File: config.mk
export PLATFORM = sky130hd
export DESIGN_NAME = fifo_access_arb
export DESIGN_NICKNAME = d
export VERILOG_FILES = /design/src/rtl/fifo_arb_pkg.sv /design/src/rtl/rr_arb2.sv /design/src/rtl/fifo_access_arb.sv
export SDC_FILE = /design/constraint.sdc
export NUM_CORES = 1
export LEC_CHECK = 0
export ABC_AREA = 1
export CAP_MARGIN = 10
export CORE_MARGIN = 2
export CORE_UTILIZATION = 25
export CTS_CLUSTER_SIZE = 10
export DETAILED_ROUTE_END_ITERATION = 16
export DONT_BUFFER_PORTS = 1
export PLACE_DENSITY = 0.39
export SKIP_CTS_REPAIR_TIMING = 1
export SYNTH_ARGS = -nofsm -noshare
export SYNTH_HDL_FRONTEND = slang
export SYNTH_SLANG_ARGS = --single-unit
File: constraint.sdc
create_clock -name Clk -period 1.67 [get_ports Clk]
set_input_delay 0.2505 -clock Clk [delete_from_list [all_inputs] [get_ports Clk]]
set_output_delay 0.2505 -clock Clk [all_outputs]
set_load 0.01 [all_outputs]
File: src/rtl/fifo_arb_pkg.sv
// Shared types and constants for the FIFO access arbiter: issue FSM state
// encoding and the width of the optional per-writer grant counters.
package fifo_arb_pkg;

  typedef enum logic [1:0] {
    IDLE  = 2'd0,
    WRITE = 2'd1,
    READ  = 2'd2
  } state_t;

  localparam int STAT_W = 16;

endpackage

File: src/rtl/rr_arb2.sv
// Two-way round-robin pick between writer 0 and writer 1. The pointer
// favours the writer not granted most recently and moves only on a grant.
module rr_arb2 (
  input  logic       clk,
  input  logic       rst,
  input  logic [1:0] req,
  input  logic       en,
  output logic [1:0] gnt
);

  // ptr_q = 1 means writer 1 wins a tie; reset favours writer 0.
  logic ptr_q;
  logic ptr_d;

  always_comb begin
    gnt   = 2'b00;
    ptr_d = ptr_q;
    if (en) begin
      case (req)
        2'b01:   gnt = 2'b01;
        2'b10:   gnt = 2'b10;
        2'b11:   gnt = ptr_q ? 2'b10 : 2'b01;
        default: gnt = 2'b00;
      endcase
      if (|gnt) ptr_d = gnt[0];
    end
  end

  always_ff @(posedge clk or posedge rst) begin
    if (rst) ptr_q <= 1'b0;
    else     ptr_q <= ptr_d;
  end

endmodule

File: src/rtl/fifo_access_arb.sv
// Arbitrates two writers and one reader onto a single-port FIFO, issuing at
// most one operation per cycle. Optional grant counters: FIFO_ARB_STATS_EN.
module fifo_access_arb
  import fifo_arb_pkg::*;
#(
  parameter int addr  = 4,
  parameter int width = 16
) (
  input  logic             Clk,
  input  logic             Rst,
  input  logic             Req0,
  input  logic             Req1,
  input  logic [width-1:0] DI0,
  input  logic [width-1:0] DI1,
  output logic             Gnt0,
  output logic             Gnt1,
  input  logic             RdReq,
  output logic             RdGnt,
  output logic             WE,
  output logic             RE,
  output logic [width-1:0] DI,
  input  logic             FF,
  input  logic             EF,
  input  logic             HF,
  input  logic [addr:0]    Cnt,
  output state_t           dbg_state
`ifdef FIFO_ARB_STATS_EN
  ,
  output logic [STAT_W-1:0] GntCnt0,
  output logic [STAT_W-1:0] GntCnt1
`endif
);

  localparam logic [addr:0] CNT_FULL_M1 = (addr+1)'(2**addr - 1);
  localparam logic [addr:0] CNT_ONE     = (addr+1)'(1);

  // Handshake: Req0/Req1/RdReq are held high until the matching one-cycle
  // grant; the FIFO enable (WE/RE) follows its grant exactly one cycle later.
  state_t           state_q, state_d;
  logic [width-1:0] di_q, di_d;
  logic             wr_ok, rd_ok;
  logic             wr_sel, rd_sel;
  logic [1:0]       arb_gnt;

  assign WE        = (state_q == WRITE);
  assign RE        = (state_q == READ);
  assign DI        = di_q;
  assign dbg_state = state_q;

  // Guard terms cover the operation issued last cycle that the flags and
  // occupancy have not yet reflected.
  assign wr_ok = !FF && !(WE && (Cnt == CNT_FULL_M1));
  assign rd_ok = !EF && !(RE && (Cnt == CNT_ONE));

  rr_arb2 u_rr (
    .clk (Clk),
    .rst (Rst),
    .req ({Req1, Req0}),
    .en  (wr_sel),
    .gnt (arb_gnt)
  );

  always_comb begin
    wr_sel = 1'b0;
    rd_sel = 1'b0;
    if (!Rst) begin
      if (HF && RdReq && rd_ok)           rd_sel = 1'b1;
      else if ((Req0 || Req1) && wr_ok)   wr_sel = 1'b1;
      else if (RdReq && rd_ok)            rd_sel = 1'b1;
    end

    state_d = IDLE;
    if (wr_sel)      state_d = WRITE;
    else if (rd_sel) state_d = READ;

    Gnt0  = arb_gnt[0];
    Gnt1  = arb_gnt[1];
    RdGnt = rd_sel;

    di_d = di_q;
    if (arb_gnt[1])      di_d = DI1;
    else if (arb_gnt[0]) di_d = DI0;
  end

  always_ff @(posedge Clk or posedge Rst) begin
    if (Rst) begin
      state_q <= IDLE;
      di_q    <= '0;
    end else begin
      state_q <= state_d;
      di_q    <= di_d;
    end
  end

`ifdef FIFO_ARB_STATS_EN
  logic [STAT_W-1:0] cnt0_q, cnt0_d;
  logic [STAT_W-1:0] cnt1_q, cnt1_d;

  // Saturating counters: they stick at all-ones rather than wrap.
  always_comb begin
    cnt0_d = cnt0_q;
    cnt1_d = cnt1_q;
    if (Gnt0 && (cnt0_q != '1)) cnt0_d = cnt0_q + 1'b1;
    if (Gnt1 && (cnt1_q != '1)) cnt1_d = cnt1_q + 1'b1;
  end

  always_ff @(posedge Clk or posedge Rst) begin
    if (Rst) begin
      cnt0_q <= '0;
      cnt1_q <= '0;
    end else begin
      cnt0_q <= cnt0_d;
      cnt1_q <= cnt1_d;
    end
  end

  assign GntCnt0 = cnt0_q;
  assign GntCnt1 = cnt1_q;
`endif

endmodule
**Yosys cells after proc, flatten, opt, wreduce, memory -nomap -nowiden**

Cells that the tools add are included.

- Register bits: 19
- Input bits: 45
- Output and inout port bits: 23
- Word-level logic and storage cells: 41

- Eq/ne operators: 7
- Mux-type cells: 15
- Reduce and logical (&&, ||, !) cells: 16

Operators with widths:

| operator | count |
|---|---|
| 2-to-1 mux 16 bit | 2 |
| 2-to-1 mux 2 bit | 5 |
| logical AND 1 bit | 8 |
| 2-to-1 mux 1 bit | 7 |
| == test 2 bit (second input constant) | 3 |
| case mux 2 bit (3 select lines) | 1 |
| == test 5 x 1 -> 1 bit (second input constant) | 1 |
| == test 5 x 4 -> 1 bit (second input constant) | 1 |
| == test 2 x 1 -> 1 bit (second input constant) | 2 |
| zero test 1 bit | 4 |
| AND reduction 2 bit | 1 |
| nonzero test 2 bit | 1 |
| OR reduction 2 bit | 1 |
| logical OR 1 bit | 1 |

**Logic depth before layout (Yosys ltp)**

Gate-level depths: netlist of run 1.

- Word-level depth: 12
- Mapped depth: 10
- Mapped depth without buffers: 10

**Hierarchy**

A second synthesis of run 1 with hierarchy kept.

- Cell total of the unflattened synthesis: 136
- Area total of the unflattened synthesis: 989.7 um^2

By module, submodules not included:

| module | times used | cells an instance | area each (um^2) | seq. area each (um^2) |
|---|---|---|---|---|
| fifo_access_arb | 1 | 123 | 913.4 | 450.4 |
| rr_arb2 | 1 | 13 | 76.3 | 25.0 |

**Worst setup path after synthesis of run 1**

Ideal clock, no wire load.

- Kind: register to output
- Start point: register state_q[0] (netlist: dbg_state[0])
- End point: output port Gnt0
- Arrival: 1.182 ns
- Required time: 1.419 ns
- Setup slack: 0.238 ns
- Stages on the path, launching flop included: 9
- Buffers on the path: 1
- Path through: dfrtp_1 > inv_1 > nand2_1 > nor2_1 > nand2_1 > nand3_2 > nand2_2 > buf_2 > nor2_1

- Longest elaborated chain between the ends: 9
- Elaborated cells on any way between the ends: 14
- Classes of those cells: eq/ne: 2; mux: 4; reduce/logical: 8

Ends and longest elaborated chain:

| what | line | RTL |
|---|---|---|
| start, declared | fifo_access_arb.sv:39 | `state_t state_q, state_d;` |
| start signal, assigned | fifo_access_arb.sv:90 | `state_q <= state_d;` |
| == test 2 x 1 -> 1 bit | fifo_access_arb.sv:45 | `assign WE = (state_q == WRITE);` |
| logical AND 1 bit | fifo_access_arb.sv:52 | `assign wr_ok = !FF && !(WE && (Cnt == CNT_FULL_M1));` |
| zero test 1 bit | fifo_access_arb.sv:52 |  |
| logical AND 1 bit | fifo_access_arb.sv:52 |  |
| logical AND 1 bit | fifo_access_arb.sv:68 | `else if ((Req0 \|\| Req1) && wr_ok) wr_sel = 1'b1;` |
| 2-to-1 mux 1 bit | fifo_access_arb.sv:68 |  |
| 2-to-1 mux 1 bit (*) | fifo_access_arb.sv:67 | `if (HF && RdReq && rd_ok) rd_sel = 1'b1;` |
| 2-to-1 mux 1 bit (*) | fifo_access_arb.sv:66 | `if (!Rst) begin` |
| 2-to-1 mux 2 bit (*) | rr_arb2.sv:18 | `if (en) begin` |
| end, declared | fifo_access_arb.sv:15 | `output logic Gnt0,` |

Every way passes the cells marked *; elsewhere a longest branch is shown, timed or not.

**Final worst setup path of run 1**

- Start point: register state_q[1] (netlist: dbg_state[1])
- End point: output port RdGnt

- Longest elaborated chain between the ends: 9
- Elaborated cells on any way between the ends: 15
- Classes of those cells: eq/ne: 2; mux: 4; reduce/logical: 9

Ends and longest elaborated chain:

| what | line | RTL |
|---|---|---|
| == test 2 bit | fifo_access_arb.sv:46 | `assign RE = (state_q == READ);` |
| logical AND 1 bit | fifo_access_arb.sv:53 | `assign rd_ok = !EF && !(RE && (Cnt == CNT_ONE));` |
| zero test 1 bit | fifo_access_arb.sv:53 |  |
| logical AND 1 bit | fifo_access_arb.sv:53 |  |
| logical AND 1 bit | fifo_access_arb.sv:69 | `else if (RdReq && rd_ok) rd_sel = 1'b1;` |
| 2-to-1 mux 1 bit | fifo_access_arb.sv:69 |  |
| 2-to-1 mux 1 bit | fifo_access_arb.sv:68 |  |
| 2-to-1 mux 1 bit (*) | fifo_access_arb.sv:67 |  |
| 2-to-1 mux 1 bit (*) | fifo_access_arb.sv:66 |  |
| end, declared | fifo_access_arb.sv:18 | `output logic RdGnt,` |

Marked as above.

==> results.cfg, run 1 <==
[cells_and_area]
final_layout_size_suffix_gt1_share_pct = 21.8
final_cells = 197
nets = 193
num_antenna_cells = 0
syn_to_final_growth_pct = 16.3
fillers = 450

[cts]
cts-root-buf = clkbuf_8
worstSkewPairLatency_ns = 0.26
cts_buffers = 3
max-clock-path-buffers = 2
cts_tree = done
clock-sinks = 19
cts-htree-levels = 1
clk_pin_slew_ns = 0.08

[timing]
slew_headroom_pct = 48.2
skew_ns = 0.0110
slew_violations = 0
finalCritPeriodShare_pct = 99.1
finalHoldViolCount = 0
min_period_ns = 1.66
setup_viol = 0
rsz0062_at_grt = true
worst_slack_ns = 0.0145
fmax_ghz = 0.604
worst_slew_pin_slew_ns = 0.776

[setup_path]
startpoint_type = flip-flop
ff2ff_setup_slack_ns = 0.17
crit_chain = inv_1, nand2_2, nor2_2, nand2_2, nand2_2, nand4_1, a21oi_2, buf_4
crit_path_max_fanout = 3
cp.arrival_ns = 1.41
path_class = reg2out
cpPeakStageDelay_ns = 0.40
crit_top_cell = nand2_2
cp-end-kind = output pin
cp_slowest_cell = dfrtp_1
worst_ep_required_time_ns = 1.42

[die]
die_area_um2 = 4860
die_w_um = 69.7
die_h_um = 69.7
std_cell_rows = 23
top_level_ports = 68
start_util_pct = 26.4
core_um2 = 4090

[worst_hold_path]
hold_path_class = in2async

[global_route]
grt-ovfl-total = 0
antenna_found_initial = 0
groute.usage.overall_pct = 12.1
grt_max_degree = 29
grt_pass1_vias = 953
grt_first_pass_wirelength_um = 4720

[synthesis]
synthFlopType = dfrtp_1
synth.top_cell.area_share_pct = 44.0
async_flop_share_pct = 100
synthTopCellsByArea = dfrtp_1, nand4_1, nand2_1
ys_warn_count = 0
synth_common_cells = nand2_1, nand4_1, dfrtp_1
synth_edf_count = 0
synth.distinct_cells = 16
ys_ff_latch = 19
yosys.cell_count.top_type = nand2_1
avgSynthCellArea_um2 = 7.77
netlist_area_um2 = 1080
synth_cells = 139
synth_area_leader_cell = dfrtp_1
syn-num-nets = 184
seq_area_frac_synth_pct = 44.0

[route]
drtAntennaViolNets = 0
totalWireLength_um = 3020
dr.pass1.iters = 4
vias_per_cell = 5.02
drt_iter0_markers = 51
drc = 0
wl_per_cell_um = 15.3
via_count = 989

[job]
maxCapViolCount = 0

[status]
status = completed

[place]
place.gp.congestion = 0.753
port_buffers = 0
place_ws_ns = 0.226
post-dp-hpwl_um = 2210
dp_cells = 190

[power_and_ir_drop]
powerDensity_nw_per_um2 = 958
p_leak_uw = 0.000615
max-vdd-ir-drop_mv = 0.483
power.total_uw = 1200
power by group:
group / switching [µW] / internal (µW) / total [µW] / leakage, µW
Clock: 152 / 166 / 317 / 0.0000255
Combinational: 142 / 92.2 / 235 / 0.000355
Sequential: 104 / 548 / 652 / 0.000234
kinds of logic (layout without fill, tap and decap cells):
group | after synthesis | in the layout | synth area share, %
compound gates | 6 | 6 | 3.13
buf+inv | 27 | 35 | 12.3
flops | 19 | 19 | 44.0
simple gates | 87 | 87 | 40.6
state kept, by name (all words and copies together) (netlist names):
signal	cells
u_rr.ptr_q	1
dbg_state	2
DI	16
metrics by stage:
stage	cell area [µm²]	setup TNS, ns	util (%)	hold slack [ns]
after global placement	1160	0	28.3	0.319
after floorplan	1080	0	-	0.202
after CTS	1200	-0.0908	29.4	0.0458
after global routing	1260	-0.265	30.7	0.0467
final	1260	0	30.7	0.0176
after detailed placement	1160	0	28.3	0.319
area by class of cell:
class	count	area, µm²	area share, %
well taps	50	62.6	4.98
multi-input cells	93	503	40.0
clock buffers	3	41.3	3.29
inverters	17	63.8	5.08
flip-flops and latches	19	475	37.8
clock inverters	1	5.00	0.398
repair buffers	14	105	8.37
critical path: cells and delay by family (launching register included):
| family | cells | cell delay (ns) |
|---|---|---|
| DFF | 1 | 0.40 |
| and+or+nand+nor | 5 | 0.40 |
| buffers and inverters | 2 | 0.20 |
| AOI/OAI and AO/OA | 1 | 0.14 |
layer usage:
metal	up-vias	track usage [%]	wire length, µm
li1	487	-	-
met4	0	2.56	17
met1	460	14.6	1290
met5	-	0	0
met3	2	6.10	283
met2	40	19.6	1420
layout by cell type (no fill, tap or decap):
| master | synthesis | routed |
|---|---|---|
| a21oi_1 | 2 | 1 |
| a21oi_2 | 0 | 1 |
| buf_4 | 0 | 14 |
| clkbuf_8 | 0 | 3 |
| clkinv_2 | 0 | 1 |
| dfrtp_1 | 19 | 19 |
| inv_1 | 16 | 16 |
| inv_2 | 1 | 1 |
| nand2_1 | 30 | 29 |
| nand2_2 | 4 | 4 |
| nand2_4 | 0 | 1 |
| nand3_1 | 14 | 14 |
| nand3_4 | 0 | 1 |
| nand4_1 | 29 | 29 |
| nor2_1 | 7 | 4 |
| nor2_2 | 2 | 4 |
| nor2_4 | 0 | 1 |
| o21ai_0 | 1 | 1 |
| o21ai_1 | 2 | 2 |
| o21ai_2 | 1 | 1 |
path summary, 6_finish.rpt:
| path | from | endpoint | cells past startpoint |
|---|---|---|---|
| worst min register to register | u_rr.ptr_q | u_rr.ptr_q | 2 |
| worst max register to register | dbg_state[0] | DI[14] | 9 |
| worst min-delay path | Rst | DI[0] | 1 |
| worst max-delay path | dbg_state[1] | RdGnt | 8 |
| max in group asynchronous | Rst | DI[11] | 1 |
| min in group Clk | Rst | dbg_state[1] | 1 |
Power figures use the tool's default switching activity.
==> inputs of run 2 (changes only) <==
==> constraint.sdc (replaced) <==
create_clock -name Clk -period 1.67 [get_ports Clk]
set_input_delay 0.2505 -clock Clk [delete_from_list [all_inputs] [get_ports Clk]]
set_output_delay 0.2505 -clock Clk [all_outputs]
set_load 0.05 [all_outputs]
==> run 2 against run 1 <==
  * Register-to-register slack got worse by 0.04 ns
  * Final area grew 8.0%
  * Critical path depth did not move
  * The flow now finishes with violations (setup timing)
  * Sequential power is 35% higher
  * Clock-buffer cell count grew 1
  * Non-clock buffer count rose by 3
  * Cell count up 1.5%
==> results.cfg, run 2 (synthesized netlist as in run 1, its figures left out) <==
[status]
status = finished with violations
violations = setup timing

[place]
post-dp-hpwl_um = 2290
place_ws_ns = 0.102
dpl_cell_area_um2 = 1240
port_buffers = 0
place.gp.congestion = 0.739
dp_cells = 192

[route]
drtAntennaViolNets = 0
dr.pass1.iters = 4
drc = 0
via_count = 1018
totalWireLength_um = 3120
vias_per_cell = 5.09
wl_per_cell_um = 15.6
drt_iter0_markers = 22

[power_and_ir_drop]
max-vdd-ir-drop_mv = 0.497
powerDensity_nw_per_um2 = 1120
power.total_uw = 1510
p_leak_uw = 0.000635

[timing]
fmax_ghz = 0.545
slew_headroom_pct = 66.5
min_period_ns = 1.83
finalCritPeriodShare_pct = 110
worst_slack_ns = -0.164
worst_slew_pin_slew_ns = 0.503
finalHoldViolCount = 0
slew_violations = 0
rsz0062_at_grt = true
skew_ns = 0.00226
setup_viol = 3

[cells_and_area]
fillers = 446
final_layout_size_suffix_gt1_share_pct = 25.3
finalInstanceArea_um2 = 1360
nets = 196
largest_reg_flops = 16
final_common_cell = nand4_1
final_cells = 200
syn_to_final_growth_pct = 25.6
layout_common_cells = nand4_1, nand2_1, dfrtp_1, inv_1, nand3_1
num_antenna_cells = 0

[cts]
clk_pin_slew_ns = 0.07
cts-root-buf = clkbuf_8
max-clock-path-buffers = 2
cts_tree = done
cts_buffers = 3
worstSkewPairLatency_ns = 0.25
clock-sinks = 19
cts-htree-levels = 1

[setup_path]
cp.arrival_ns = 1.58
r2r-start = dbg_state[1]
crit_path_start = dbg_state[1]
cp-end-kind = output pin
startpoint_type = flip-flop
worst_ep_required_time_ns = 1.42
crit_path_max_fanout = 3
r2r_cells = 11
ff2ff_setup_slack_ns = 0.13
path_class = reg2out
r2r-end = DI[1]

[die]
die_w_um = 69.7
core_um2 = 4090
start_util_pct = 26.4
top_level_ports = 68
die_area_um2 = 4860
die_h_um = 69.7
std_cell_rows = 23

[worst_hold_path]
hold_path_class = in2reg
hp-start = Rst
worstHoldPathCells = 1
whs_endpoint = dbg_state[1]

[job]
maxCapViolCount = 0

[global_route]
grt_first_pass_wirelength_um = 5200
grt_pass1_vias = 1060
grt-ovfl-total = 0
grt_max_degree = 29
groute.usage.overall_pct = 13.4
antenna_found_initial = 0
-- run 2: changes by cell type in the layout (fill, tap and decap cells not counted), moves of 2 or more --
| cell | before | now |
|---|---|---|
| dfrtp_1 | 19 | 17 |
| buf_12 | 0 | 3 |
| dfrtp_2 | 0 | 2 |
| nor2_4 | 1 | 3 |
-- run 2: critical path: stages (launching register included) --
cell and delay (ns):
dfrtp_2 0.44, inv_2 0.06, nand2_2 0.05, nor2_2 0.09, nand2_2 0.07, nand2_4 0.07, nand4_1 0.18, a21oi_4 0.22
buf_12 0.15
-- run 2: stage by stage --
step | hold slack [ns] | setup TNS [ns] | utilization (%)
6_report | 0.0487 | -0.223 | 33.2
5_1_grt | 0.0260 | -0.511 | 33.2
4_1_cts | -0.0862 | -0.542 | 31.5
3_5_place_dp | 0.196 | 0 | 30.4
3_3_place_gp | 0.193 | 0 | 30.4
2_1_floorplan | 0.201 | 0 | -
-- run 2: worst max path at each step --
stage / endpoint / cells after the start
3_5_place_dp: RdGnt / 8
5_1_grt: RdGnt / 8
3_3_place_gp: Gnt0 / 8
2_1_floorplan: Gnt0 / 9
6_report: RdGnt / 8
4_1_cts: RdGnt / 8
-- run 2: area by class of cell --
cell class / instances / area [µm²] / area share [%]
clock buffer: 4 / 45.0 / 3.32
multi-input combinational: 93 / 539 / 39.8
timing repair buffer: 17 / 168 / 12.4
sequential: 19 / 478 / 35.2
inverter: 17 / 63.8 / 4.70
tap: 50 / 62.6 / 4.61
-- run 2: per-layer routing --
| layer | part of all wire (%) | global-route usage, % | vias to the layer above |
|---|---|---|---|
| li1 | - | - | 492 |
| met1 | 39 | 15.0 | 476 |
| met2 | 50 | 23.1 | 48 |
| met3 | 10 | 6.40 | 2 |
| met4 | 0.54 | 3.21 | 0 |
| met5 | 0 | 0 | - |
-- run 2: report_power, final --
part / switching (µW) / internal [µW]
registers: 337 / 543
logic: 198 / 115
clock network: 152 / 169
total: 686 / 827
